`src/rtl/hazard_scoreboard.sv`:
```
// Producer-side hazard scoreboard: per-register countdowns until a result is forwardable to ID,
// stall generation, and one-cycle undo for the branch-squashed issue. Optional perf counters: SCOREBOARD_PERF_EN.
module hazard_scoreboard #(
    parameter int ALU_LAT  = 1,
    parameter int LOAD_LAT = 2,
    parameter int CW       = 3
) (
    input  logic        clk,
    input  logic        rst,
    input  logic        issue_valid,
    input  logic [4:0]  issue_rd,
    input  logic        issue_we,
    input  logic        issue_is_load,
    input  logic [4:0]  issue_rs1,
    input  logic [4:0]  issue_rs2,
    input  logic        issue_rs1_used,
    input  logic        issue_rs2_used,
    input  logic        flush,
    output logic        stall,
    output logic [31:0] busy_mask
`ifdef SCOREBOARD_PERF_EN
    ,
    output logic [31:0] perf_stall_cycles,
    output logic [31:0] perf_load_stalls
`endif
);

    localparam logic [CW-1:0] ALU_CNT  = CW'(ALU_LAT);
    localparam logic [CW-1:0] LOAD_CNT = CW'(LOAD_LAT);

    logic [CW-1:0] cnt_q [32];
    logic [CW-1:0] cnt_d [32];
    logic          last_valid_q, last_valid_d;
    logic [4:0]    last_rd_q, last_rd_d;
    logic [CW-1:0] last_prev_q, last_prev_d;
    logic          rs1_busy, rs2_busy, issue_fire;

    function automatic logic [CW-1:0] sat_dec(input logic [CW-1:0] v);
        return (v == '0) ? '0 : v - CW'(1);
    endfunction

    always_comb begin
        rs1_busy   = issue_rs1_used && (issue_rs1 != 5'd0) && (cnt_q[issue_rs1] != '0);
        rs2_busy   = issue_rs2_used && (issue_rs2 != 5'd0) && (cnt_q[issue_rs2] != '0);
        stall      = issue_valid && !flush && (rs1_busy || rs2_busy);
        issue_fire = issue_valid && !stall && !flush && issue_we && (issue_rd != 5'd0);
    end

    always_comb begin
        busy_mask = '0;
        for (int r = 1; r < 32; r++) begin
            busy_mask[r] = (cnt_q[r] != '0);
        end
    end

    // Later assignments override earlier ones: free-running decrement, then undo, then new issue.
    always_comb begin
        for (int r = 0; r < 32; r++) begin
            cnt_d[r] = sat_dec(cnt_q[r]);
        end
        if (flush && last_valid_q) begin
            cnt_d[last_rd_q] = sat_dec(last_prev_q);
        end
        if (issue_fire) begin
            cnt_d[issue_rd] = issue_is_load ? LOAD_CNT : ALU_CNT;
        end
        cnt_d[0] = '0;

        last_valid_d = issue_fire;
        last_rd_d    = last_rd_q;
        last_prev_d  = last_prev_q;
        if (issue_fire) begin
            last_rd_d   = issue_rd;
            last_prev_d = cnt_q[issue_rd];
        end
    end

    always_ff @(posedge clk or posedge rst) begin
        if (rst) begin
            for (int r = 0; r < 32; r++) begin
                cnt_q[r] <= '0;
            end
            last_valid_q <= 1'b0;
            last_rd_q    <= '0;
            last_prev_q  <= '0;
        end else begin
            for (int r = 0; r < 32; r++) begin
                cnt_q[r] <= cnt_d[r];
            end
            last_valid_q <= last_valid_d;
            last_rd_q    <= last_rd_d;
            last_prev_q  <= last_prev_d;
        end
    end

`ifdef SCOREBOARD_PERF_EN
    logic [31:0] is_load_q, is_load_d;
    logic [31:0] perf_stall_q, perf_stall_d;
    logic [31:0] perf_load_q, perf_load_d;
    logic        load_blocked;

    always_comb begin
        is_load_d = is_load_q;
        if (issue_fire) begin
            is_load_d[issue_rd] = issue_is_load;
        end
        load_blocked = (rs1_busy && is_load_q[issue_rs1]) || (rs2_busy && is_load_q[issue_rs2]);
        perf_stall_d = stall ? perf_stall_q + 32'd1 : perf_stall_q;
        perf_load_d  = (stall && load_blocked) ? perf_load_q + 32'd1 : perf_load_q;
    end

    always_ff @(posedge clk or posedge rst) begin
        if (rst) begin
            is_load_q    <= '0;
            perf_stall_q <= '0;
            perf_load_q  <= '0;
        end else begin
            is_load_q    <= is_load_d;
            perf_stall_q <= perf_stall_d;
            perf_load_q  <= perf_load_d;
        end
    end

    assign perf_stall_cycles = perf_stall_q;
    assign perf_load_stalls  = perf_load_q;
`endif

endmodule

```
`config.mk`:
```
export PLATFORM = sky130hd
export DESIGN_NAME = hazard_scoreboard
export DESIGN_NICKNAME = d
export VERILOG_FILES = /design/src/rtl/hazard_scoreboard.sv
export SDC_FILE = /design/constraint.sdc
export NUM_CORES = 1
export LEC_CHECK = 0
export BUFFER_PORTS_ARGS = -buffer_cell sky130_fd_sc_hd__buf_2
export CORE_UTILIZATION = 53
export CTS_CLUSTER_DIAMETER = 120
export DETAILED_ROUTE_END_ITERATION = 8
export PLACE_DENSITY = 0.73
export SLEW_MARGIN = 20
export SYNTH_ARGS = -nofsm -noshare
export SYNTH_HDL_FRONTEND = slang
export SYNTH_SLANG_ARGS = --single-unit
```
`constraint.sdc`:
```
create_clock -name clk -period 6.8 [get_ports clk]
set_input_delay 0 -clock clk [delete_from_list [all_inputs] [get_ports clk]]
set_output_delay 0 -clock clk [all_outputs]
set_load 0.01 [all_outputs]
```
-- Yosys cells after proc, flatten, opt, wreduce, memory -nomap -nowiden
Cells that the tools add are included.
Widths: inputs -> output; s select.
- input port bits: 23
- word-level logic and storage cells: 210
- output and inout port bits: 33
- register bits after elaboration: 102
- mux-type cells: 50
- reduce and logical (&&, ||, !) cells: 84
- add/sub/neg operators: 32
- order comparisons: 6
- bitwise operators: 4
- operators with widths (operator ; number):
    $bwmux 96 ; 2
    $mux 3 ; 40
    $reduce_bool 3->1 ; 33
    $logic_not 3->1 ; 32
    $mux 96 ; 1
    $sub 3x1->3 const B ; 32
    $mux 93 ; 1
    $bmux 3 s5 ; 3
    $demux 3 s5 ; 2
    $ge 6x6->1 const B ; 4
    $not 5->6 ; 4
    $reduce_bool 5->1 ; 3
    $logic_and 1x1->1 ; 13
    $lt 6x1->1 const B ; 2
    $logic_not 1->1 ; 2
    $mux 2 ; 1
    $logic_or 1x1->1 ; 1

-- Logic depth before layout (Yosys ltp)
Gate-level depths: netlist of the first run.
- depth in word-level cells: 14
- mapped depth: 12
- gate-level depth less buffers: 9

-- Least setup slack after synthesis of the first run
No wires, ideal clock.
- kind: register -> register
- start point: register cnt_q[66] (netlist bit)
- end point: register cnt_q[88] (netlist bit)
- buffers on the path: 1
- cell stages (with the launch flop): 10
- clock period less this slack: 2619 ps
- data required time: 6675 ps
- setup time: 125 ps
- arrival: 2494 ps
- path slack: 4181 ps
- path through: dfrtp_1 -> or3_4 -> mux4_2 -> o21ai_1 -> a31oi_1 -> a211oi_2 -> o22a_4 -> buf_6 -> and4b_1 -> mux2_2
- RTL lines (what ; line ; source):
    start: declaration ; 31 ; logic [CW-1:0] cnt_q [32];
    start signal: indexed assignment ; 88 ; cnt_q[r] <= cnt_d[r];

==> results of run 1 <==
-- worst min-delay path: cells and delay by family --
| kind | cells | cell delay, ns |
|---|---|---|
| buffers and inverters | 1 | 0.20 |
| AOI/OAI and AO/OA | 2 | 0.26 |
-- cells in the mapped netlist (all sizes together) (2+ instances only) --
cell,n,area [µm²]
inv,52,195
nand3,19,105
a221oi,4,35.0
nor4,4,25.0
dlygate4sd3,2,20.0
and4b,4,41.3
ha,16,200
and2,15,95.1
nand2b,3,18.8
a31oi,14,87.6
buf,18,141
o22ai,2,12.5
clkbuf,29,119
mux2i,55,551
mux4,24,548
nor3,54,270
o21a,2,15.0
nor2b,11,68.8
nor3b,30,225
a2111oi,2,17.5
a211oi,19,148
o21ai,61,305
nand4,3,31.3
dfrtp,102,2550
mux2,47,537
nand2,35,134
o31ai,2,15.0
nand3b,4,30.0
nor2,60,225
and4,6,57.6
o211ai,17,128
or2,5,31.3
a21oi,77,385
and3,8,51.3
a221o,2,20.0
o311ai,3,26.3
or3,3,23.8
o41ai,2,17.5
a22oi,5,37.5
-- final timing paths --
| check | start | end | slack [ns] | cells past startpoint |
|---|---|---|---|---|
| max | cnt_q[66] | cnt_q[85] | 3.65 | 8 |
| min | issue_rd[2] | last_prev_q[2] | 0.15 | 3 |
| max reg2reg | cnt_q[66] | cnt_q[85] | 3.65 | 8 |
| min reg2reg | last_rd_q[1] | last_rd_q[1] | 0.64 | 1 |
| max in group asynchronous | rst | cnt_q[18] | 5.30 | 4 |
| min in group asynchronous | rst | cnt_q[78] | 0.17 | 3 |
-- layout make-up --
| class | count | area, µm² |
|---|---|---|
| Sequential cell | 102 | 2550 |
| Inverter | 53 | 201 |
| Multi-Input combinational cell | 629 | 4640 |
| Tap cell | 180 | 225 |
| Fill cell | 1246 | 5710 |
| Timing Repair Buffer | 62 | 335 |
| Clock buffer | 14 | 284 |
| Clock inverter | 2 | 37.5 |
-- power breakdown --
group          internal (mW)  total [mW]  switching, mW  leakage [nW]
Sequential             0.676       0.787          0.111          1.40
Combinational          0.235       0.662          0.427          2.43
Clock                  0.326       0.556          0.230         0.155
Total                   1.24        2.01          0.769          3.99
-- metal layers --
layer  GRT usage [%]  up-vias  part of all wire, %  routed length, µm
met3            6.55       51                  8.3               1870
met2            48.2      353                   46              10200
met4            13.1        0                  3.1                686
met1            43.6     3368                   43               9620
met5               0        -                    0                  0
li1                -     3133                    -                  -
-- sequential cells by signal, summed over array words and instances (netlist names) --
name	flops
last_valid_q	1
cnt_q	93
last_rd_q	5
last_prev_q	3
-- through the flow --
stage	cells	total power [mW]	area (µm²)	hold slack, ns	util (%)
floorplan	833	1.20	7660	0.0503	-
global placement	1025	1.44	7940	0.0113	56.8
detailed placement	1025	1.44	7940	0.0126	56.8
CTS	1042	2.00	8280	0.115	59.2
global route	1042	2.10	8280	0.159	59.2
finish	1042	2.01	8280	0.146	59.2
-- cells by family (layout without fill, tap and decap cells) --
logic type,count (synthesis),in the layout,synth area share (%)
AND/OR/NAND/NOR,269,269,19.3
AO/OA/AOI/OAI,217,217,17.1
multiplexers,126,126,21.4
flip-flops,102,102,33.3
buffers and inverters,102,131,6.26
adder cells (fa/ha/maj),16,16,2.61
other,1,1,0.0490
==> results.sh, run 1 <==
export IMPL_status="finished, final reports clean"
export IMPL_first_global_vias=6435
export IMPL_cts_resized=0
export IMPL_dp_hpwl_um=15400
export IMPL_drtIter0Drc=738
export IMPL_final_cell_mix="dfrtp_1, a21oi_1, o21ai_0"
export IMPL_wl_per_cell_um=21.5
export IMPL_fin_crit_ns=3.15
export IMPL_cts_sinks=102
export IMPL_cp_max_fo=40
export IMPL_ys_types=71
export IMPL_start_util_pct=54.7
export IMPL_leakage_nw=3.99
export IMPL_drc_errors=0
export IMPL_drive_above_1_share_pct=19.0
export IMPL_portBuffers=54
export IMPL_cts_setup_buffers=0
export IMPL_worst_pin_slew_ns=1.09
export IMPL_core_area_mm2=0.0140
export IMPL_maxCapViolations=0
export IMPL_rows=43
export IMPL_synth_seq_cells=102
export IMPL_path_class="register to register"
export IMPL_crit_required_ns=7.05
export IMPL_grt_overflow=0
export IMPL_power_density_mw_per_mm2=242
export IMPL_vias_per_cell=6.63
export IMPL_place_ws_ns=3.70
export IMPL_cts_max_level=3
export IMPL_worst_path_buf_inv=0
export IMPL_skew_ns=0.0119
export IMPL_cts_buffers_inserted=9
export IMPL_ant_nets=0
export IMPL_rsz0062_at_grt="false"
export IMPL_finalCritPeriodShare_pct=46.3
export IMPL_dr_pass1_iters=6
export IMPL_vdd_drop_max_v=0.000200
export IMPL_grt_pass1_wl_um=35700
export IMPL_die_w_um=122
export IMPL_clk_insertion_delay_late_ns=0.36
export IMPL_num_vias=6905
export IMPL_die_h_um=122
export IMPL_grtUsageTotal_pct=31.6
export IMPL_netlist_area_mm2=0.00766
export IMPL_hold_viol_final=0
export IMPL_synth_nets=872
export IMPL_synth_flop_cell="dfrtp_1"
export IMPL_worstSetupStartpointType="register"
export IMPL_worstPathCellList="or3_4 > mux4_2 > o21ai_1 > a31oi_1 > a211oi_2 > o22a_4 > and4_1 > mux2_2"
export IMPL_io_pins=56
export IMPL_gp_congestion=0.971
export IMPL_synth_edf_count=0
export IMPL_async_reset_ff_share_pct=100
export IMPL_finalSetupTns_ns=0
export IMPL_antenna_found_initial=0
export IMPL_syn_inst=833
export IMPL_ys_seq_area_share_pct=33.3
export IMPL_fin_ws_ns=3.65
export IMPL_cts_tree="done"
export IMPL_crit_path_max_incr_delay_ns=0.54
export IMPL_die_area_mm2=0.0149
export IMPL_layout_cells_most_common="dfrtp_1"
export IMPL_finalMaxSlewViolations=0
export IMPL_final_nets=896
export IMPL_relSlewSlack_pct=26.6
export IMPL_antenna_cells=0
export IMPL_cp_slowest_cell="o22a_4"
export IMPL_arrival_ns=3.39
export IMPL_cts_hold_buf=1
export IMPL_endpoint_kind="register"
export IMPL_area_growth_syn_to_layout_pct=8.10
export IMPL_holdCritPathClass="input port to register"
export IMPL_cts_buffer_depth=2
export IMPL_root_buffer="clkbuf_16"
export IMPL_totalWireLength_um=22400
export IMPL_ys_warn_count=0
export IMPL_grt_max_degree=74
export IMPL_synth_avg_cell_area_um2=9.19
export IMPL_setup_viol=0
export IMPL_cp_top_family="compound AO/OA/AOI/OAI gates"
export IMPL_clk_pin_slew_worst_paths_ns=0.07
export IMPL_fmax_mhz=318
No activity file was read; power rests on OpenSTA's default activity.
==> run 2: changes to the inputs <==
- clock period: 6.8 -> 2.9 ns (I/O delays scaled with it)
==> run 2 against run 1 <==
  * Critical path depth is 1 higher
  * Cell count up 3.3%
  * Worst setup slack worse by 3.6 ns
  * Sequential share of layout area shrank 0.89 points
==> results.sh, run 2 (synthesized netlist as in run 1, its figures left out) <==
export IMPL_die_h_um=122
export IMPL_grtUsageTotal_pct=32.9
export IMPL_power_frac_comb_pct=36.3
export IMPL_r2r_cells=9
export IMPL_cp_slowest_cell="mux4_1"
export IMPL_crit_path_end="cnt_q[88]"
export IMPL_fin_crit_ns=2.80
export IMPL_wl_per_cell_um=21.8
export IMPL_final_cell_mix="dfrtp_1, a21oi_1, o21ai_0"
export IMPL_final_nets=930
export IMPL_place_ws_ns=0.0809
export IMPL_cts_buffers_inserted=9
export IMPL_regMostFlops="cnt_q"
export IMPL_totalWireLength_um=23500
export IMPL_clk_insertion_delay_late_ns=0.36
export IMPL_clk_pin_slew_worst_paths_ns=0.07
export IMPL_cts_max_level=3
export IMPL_layout_cells_most_common="dfrtp_1"
export IMPL_drive_above_1_share_pct=22.8
export IMPL_dr_pass1_iters=7
export IMPL_status="finished, final reports clean"
export IMPL_reg2reg_slack_ns=0.10
export IMPL_holdWs_ns=0.143
export IMPL_die_w_um=122
export IMPL_drc_errors=0
export IMPL_cts_buffer_depth=2
export IMPL_cts_tree="done"
export IMPL_antenna_cells=0
export IMPL_endpoint_kind="register"
export IMPL_total_power_mw=4.70
export IMPL_holdCritPathClass="input port to register"
export IMPL_r2r_end="cnt_q[88]"
export IMPL_r2r_start="cnt_q[66]"
export IMPL_antenna_found_initial=0
export IMPL_gp_congestion=0.972
export IMPL_worstPathCellList="or3_4 > mux4_1 > nor2_1 > a21oi_1 > o2111ai_2 > o22a_4 > buf_12 > and4b_2 > mux2_2"
export IMPL_seq_power_share_pct=39.1
export IMPL_leakage_nw=4.15
export IMPL_grt_max_degree=63
export IMPL_p_clk_share_pct=24.6
export IMPL_area_growth_syn_to_layout_pct=11.4
export IMPL_grt_overflow=0
export IMPL_setup_viol=0
export IMPL_dp_hpwl_um=16800
export IMPL_ant_nets=0
export IMPL_skew_ns=0.0105
export IMPL_maxCapViolations=0
export IMPL_p_switching_mw=1.85
export IMPL_swShare_pct=39.4
export IMPL_crit_start="cnt_q[66]"
export IMPL_core_area_mm2=0.0140
export IMPL_finalMaxSlewViolations=0
export IMPL_fin_ws_ns=0.102
export IMPL_path_class="register to register"
export IMPL_finalCritPeriodShare_pct=96.5
export IMPL_relSlewSlack_pct=45.3
export IMPL_min_from="issue_rd[2]"
export IMPL_largest_reg_flops=93
export IMPL_grt_pass1_wl_um=36700
export IMPL_cp_max_fo=28
export IMPL_reg_top3="cnt_q (93), last_rd_q (5), last_prev_q (3)"
export IMPL_vias_per_cell=6.61
export IMPL_num_vias=7116
export IMPL_portBuffers=54
export IMPL_intPower_mw=2.85
export IMPL_worst_pin_slew_ns=0.815
export IMPL_root_buffer="clkbuf_16"
export IMPL_power_density_mw_per_mm2=551
export IMPL_hold_viol_final=0
export IMPL_vdd_drop_max_v=0.000431
export IMPL_first_global_vias=6497
export IMPL_io_pins=56
export IMPL_crit_required_ns=3.14
export IMPL_worstSetupStartpointType="register"
export IMPL_start_util_pct=54.7
export IMPL_cts_sinks=102
export IMPL_rows=43
export IMPL_cts_setup_buffers=0
export IMPL_crit_path_max_incr_delay_ns=0.49
export IMPL_fmax_mhz=357
export IMPL_drtIter0Drc=746
export IMPL_arrival_ns=3.04
export IMPL_die_area_mm2=0.0149
[run 2: cell types whose count changed in the layout (fill, tap and decap cells not counted), sizes merged]
cell / previous run / this run
clkbuf: 14 / 13
bufinv: 1 / 0
buf: 61 / 95
inv: 52 / 53
clkinvlp: 1 / 0
clkinv: 1 / 3
[run 2: power groups by stage]
stage | sequential, mW | combinational [mW] | clock (mW)
finish | 1.84 | 1.70 | 1.16
detailed placement | 1.85 | 1.64 | 0
CTS | 1.82 | 1.66 | 1.17
global placement | 1.84 | 1.64 | 0
global route | 1.87 | 1.83 | 1.22
floorplan | 1.76 | 1.06 | 0
[run 2: metal layers]
layer	vias up	track usage, %	part of all wire (%)	wire, µm
met4	0	12.0	2.9	681
met5	-	0	0	0
li1	3202	-	-	-
met3	57	6.13	9.4	2200
met2	393	49.9	46	10800
met1	3464	46.8	42	9860
[run 2: how the worst min path moves through the flow]
| stage | cells after the start | slack [ns] | endpoint |
|---|---|---|---|
| after floorplan | 1 | 0.05 | stall |
| after global placement | 2 | 0.13 | cnt_q[78] |
| after detailed placement | 2 | 0.13 | cnt_q[78] |
| after CTS | 3 | 0.13 | last_prev_q[2] |
| after global routing | 2 | 0.17 | last_rd_q[2] |
| final | 3 | 0.14 | last_prev_q[2] |
[run 2: critical path: cells and delay by family, from the launching register on]
kind | cells | cell delay [ns]
flops | 1 | 0.39
simple gates | 3 | 0.79
buf+inv | 1 | 0.18
mux | 2 | 0.83
compound gates | 3 | 0.48
[run 2: through the flow]
stage | cells | cell area, µm² | setup TNS [ns] | util, %
after floorplan | 833 | 7660 | 0 | -
after global placement | 1059 | 8210 | 0 | 58.7
after detailed placement | 1059 | 8210 | 0 | 58.7
after CTS | 1076 | 8490 | 0 | 60.7
after global routing | 1076 | 8530 | -0.0121 | 61.0
final | 1076 | 8530 | 0 | 61.0
[run 2: repair_timing]
action,CTS,global route
endpoints found under the hold margin,47,0
gates resized for setup,0,13
endpoints found under the setup margin,0,17
hold buffers,1,0
[run 2: cell type report]
type                    count  area [µm²]
clock buffers              13         250
clock inverters             3        18.8
fillers                  1281        5460
inverters                  53         201
multi-input cells         629        4660
flip-flops and latches    102        2550
well taps                 180         225
repair buffers             96         616
==> run 3: changes to the inputs <==
- REMOVE_ABC_BUFFERS: not set -> 1
==> run 3 against run 2 <==
  * Via count is 1.2% lower
  * Total power is 0.54% higher
  * Non-clock buffer count is 3 higher
  * First-iteration DRC count is 12% lower
  * Critical path type unchanged
  * Routed wire length is 2.5% lower
  * Final area is 0.51% higher
  * Cell count is 0.28% higher
  * Sequential power hardly changed
  * Register-to-register slack hardly changed
  * Largest cell class unchanged
  * Count of clock-buffer cells in the layout is 1 higher
  * Worst setup slack better by 0.0018 ns
  * Die area stayed put
==> results.sh, run 3 (synthesized netlist as in run 1, its figures left out) <==
export IMPL_status="finished, final reports clean"
export IMPL_arrival_ns=3.04
export IMPL_worst_pin_slew_ns=0.903
export IMPL_clk_pin_slew_worst_paths_ns=0.07
export IMPL_root_buffer="clkbuf_16"
export IMPL_setup_viol=0
export IMPL_regMostFlops="cnt_q"
export IMPL_clk_insertion_delay_late_ns=0.37
export IMPL_path_class="register to register"
export IMPL_fin_crit_ns=2.80
export IMPL_drive_above_1_share_pct=23.0
export IMPL_core_area_mm2=0.0140
export IMPL_dp_hpwl_um=16400
export IMPL_final_nets=933
export IMPL_largest_reg_flops=93
export IMPL_relSlewSlack_pct=39.8
export IMPL_rows=43
export IMPL_crit_required_ns=3.15
export IMPL_grt_pass1_wl_um=35200
export IMPL_reg_top3="cnt_q (93), last_rd_q (5), last_prev_q (3)"
export IMPL_first_global_vias=6469
export IMPL_holdCritPathClass="input port to register"
export IMPL_fin_ws_ns=0.104
export IMPL_dr_pass1_iters=5
export IMPL_cp_slowest_cell="mux4_2"
export IMPL_num_vias=7028
export IMPL_drtIter0Drc=655
export IMPL_fin_util_pct=61.3
export IMPL_dpl_instance_area_mm2=0.00824
export IMPL_endpoint_kind="register"
export IMPL_cts_max_level=3
export IMPL_vias_per_cell=6.51
export IMPL_finalSetupTns_ns=0
export IMPL_area_growth_syn_to_layout_pct=12.0
export IMPL_maxCapViolations=0
export IMPL_die_h_um=122
export IMPL_crit_path_max_incr_delay_ns=0.48
export IMPL_die_w_um=122
export IMPL_finalCritPeriodShare_pct=96.4
export IMPL_rsz0062_at_grt="false"
export IMPL_dp_cells=1062
export IMPL_totalWireLength_um=22900
export IMPL_antenna_cells=0
export IMPL_finalMaxSlewViolations=0
export IMPL_skew_ns=0.00992
export IMPL_place_ws_ns=0.119
export IMPL_layout_cells_most_common="dfrtp_1"
export IMPL_post_route_cell_area_mm2=0.00857
export IMPL_worstSetupStartpointType="register"
export IMPL_cts_buffers_inserted=9
export IMPL_cts_sinks=102
export IMPL_grtUsageTotal_pct=31.7
export IMPL_portBuffers=54
export IMPL_total_power_mw=4.72
export IMPL_grt_max_degree=54
export IMPL_wl_per_cell_um=21.2
export IMPL_cp_max_fo=18
export IMPL_antenna_found_initial=1
export IMPL_drc_errors=0
export IMPL_layout_cells_non_filler=1079
export IMPL_power_density_mw_per_mm2=551
export IMPL_io_pins=56
export IMPL_grt_overflow=0
export IMPL_worstPathCellList="nor3_1 > inv_1 > mux4_2 > o21ai_1 > a31oi_1 > a211oi_2 > o22a_4 > buf_12 > and4_2 > mux2_2"
export IMPL_ant_nets=0
export IMPL_cts_tree="done"
export IMPL_cts_setup_buffers=0
export IMPL_leakage_nw=4.17
export IMPL_gp_congestion=0.933
export IMPL_hold_viol_final=0
export IMPL_cts_buffer_depth=2
export IMPL_fmax_mhz=358
export IMPL_holdWs_ns=0.0808
export IMPL_die_area_mm2=0.0149
export IMPL_vdd_drop_max_v=0.000373
export IMPL_start_util_pct=54.7
export IMPL_final_cell_mix="dfrtp_1, a21oi_1, nor2_1, o21ai_0, mux2i_1"
## run 3: changes by cell type in the layout (fill, tap and decap cells not counted), sizes merged
cell	before	now
buf	95	98
clkbuf	13	14
inv	53	52
clkinvlp	0	1
clkinv	3	2
## run 3: layout make-up
cell class              instances  area (µm²)
clock buffers                  14         264
clock inverters                 2        16.3
fillers                      1208        5420
inverters                      53         201
multi-input cells             629        4680
flip-flops and latches        102        2550
well taps                     180         225
repair buffers                 99         636
## run 3: worst paths after layout
path                               from           end  slack (ns)  cells past startpoint
max                           cnt_q[69]     cnt_q[37]        0.10                     10
min                         issue_rd[4]  last_rd_q[4]        0.08                      2
max reg2reg                   cnt_q[69]     cnt_q[37]        0.10                     10
min reg2reg                last_rd_q[1]  last_rd_q[1]        0.62                      1
max in group asynchronous           rst     cnt_q[44]        1.86                      4
min in group asynchronous           rst     cnt_q[53]        0.28                      3
## run 3: layer usage
| layer | vias up | part of all wire (%) | GRT usage, % |
|---|---|---|---|
| met5 | - | 0.057 | 0 |
| met4 | 2 | 3.2 | 12.8 |
| met3 | 63 | 9.3 | 8.57 |
| met2 | 363 | 45 | 48.2 |
| met1 | 3392 | 42 | 42.8 |
| li1 | 3208 | - | - |
## run 3: what timing repair did
| item | 4_1_cts | 5_1_grt |
|---|---|---|
| hold buffers | 1 | 0 |
| gates resized for setup | 0 | 11 |
| endpoints found under the setup margin | 0 | 24 |
| endpoints found under the hold margin | 49 | 0 |
## run 3: power by group
| group | leakage, nW | total [mW] | internal [mW] | switching, mW |
|---|---|---|---|---|
| logic | 2.63 | 1.70 | 0.675 | 1.02 |
| registers | 1.40 | 1.84 | 1.58 | 0.259 |
| clock network | 0.133 | 1.19 | 0.633 | 0.554 |
## run 3: critical path: cells and delay by family, from the launching register on
family | cells | cell delay [ns]
DFF | 1 | 0.43
buffers and inverters | 2 | 0.27
muxes | 2 | 0.82
and+or+nand+nor | 2 | 0.53
AOI/OAI and AO/OA | 4 | 0.61
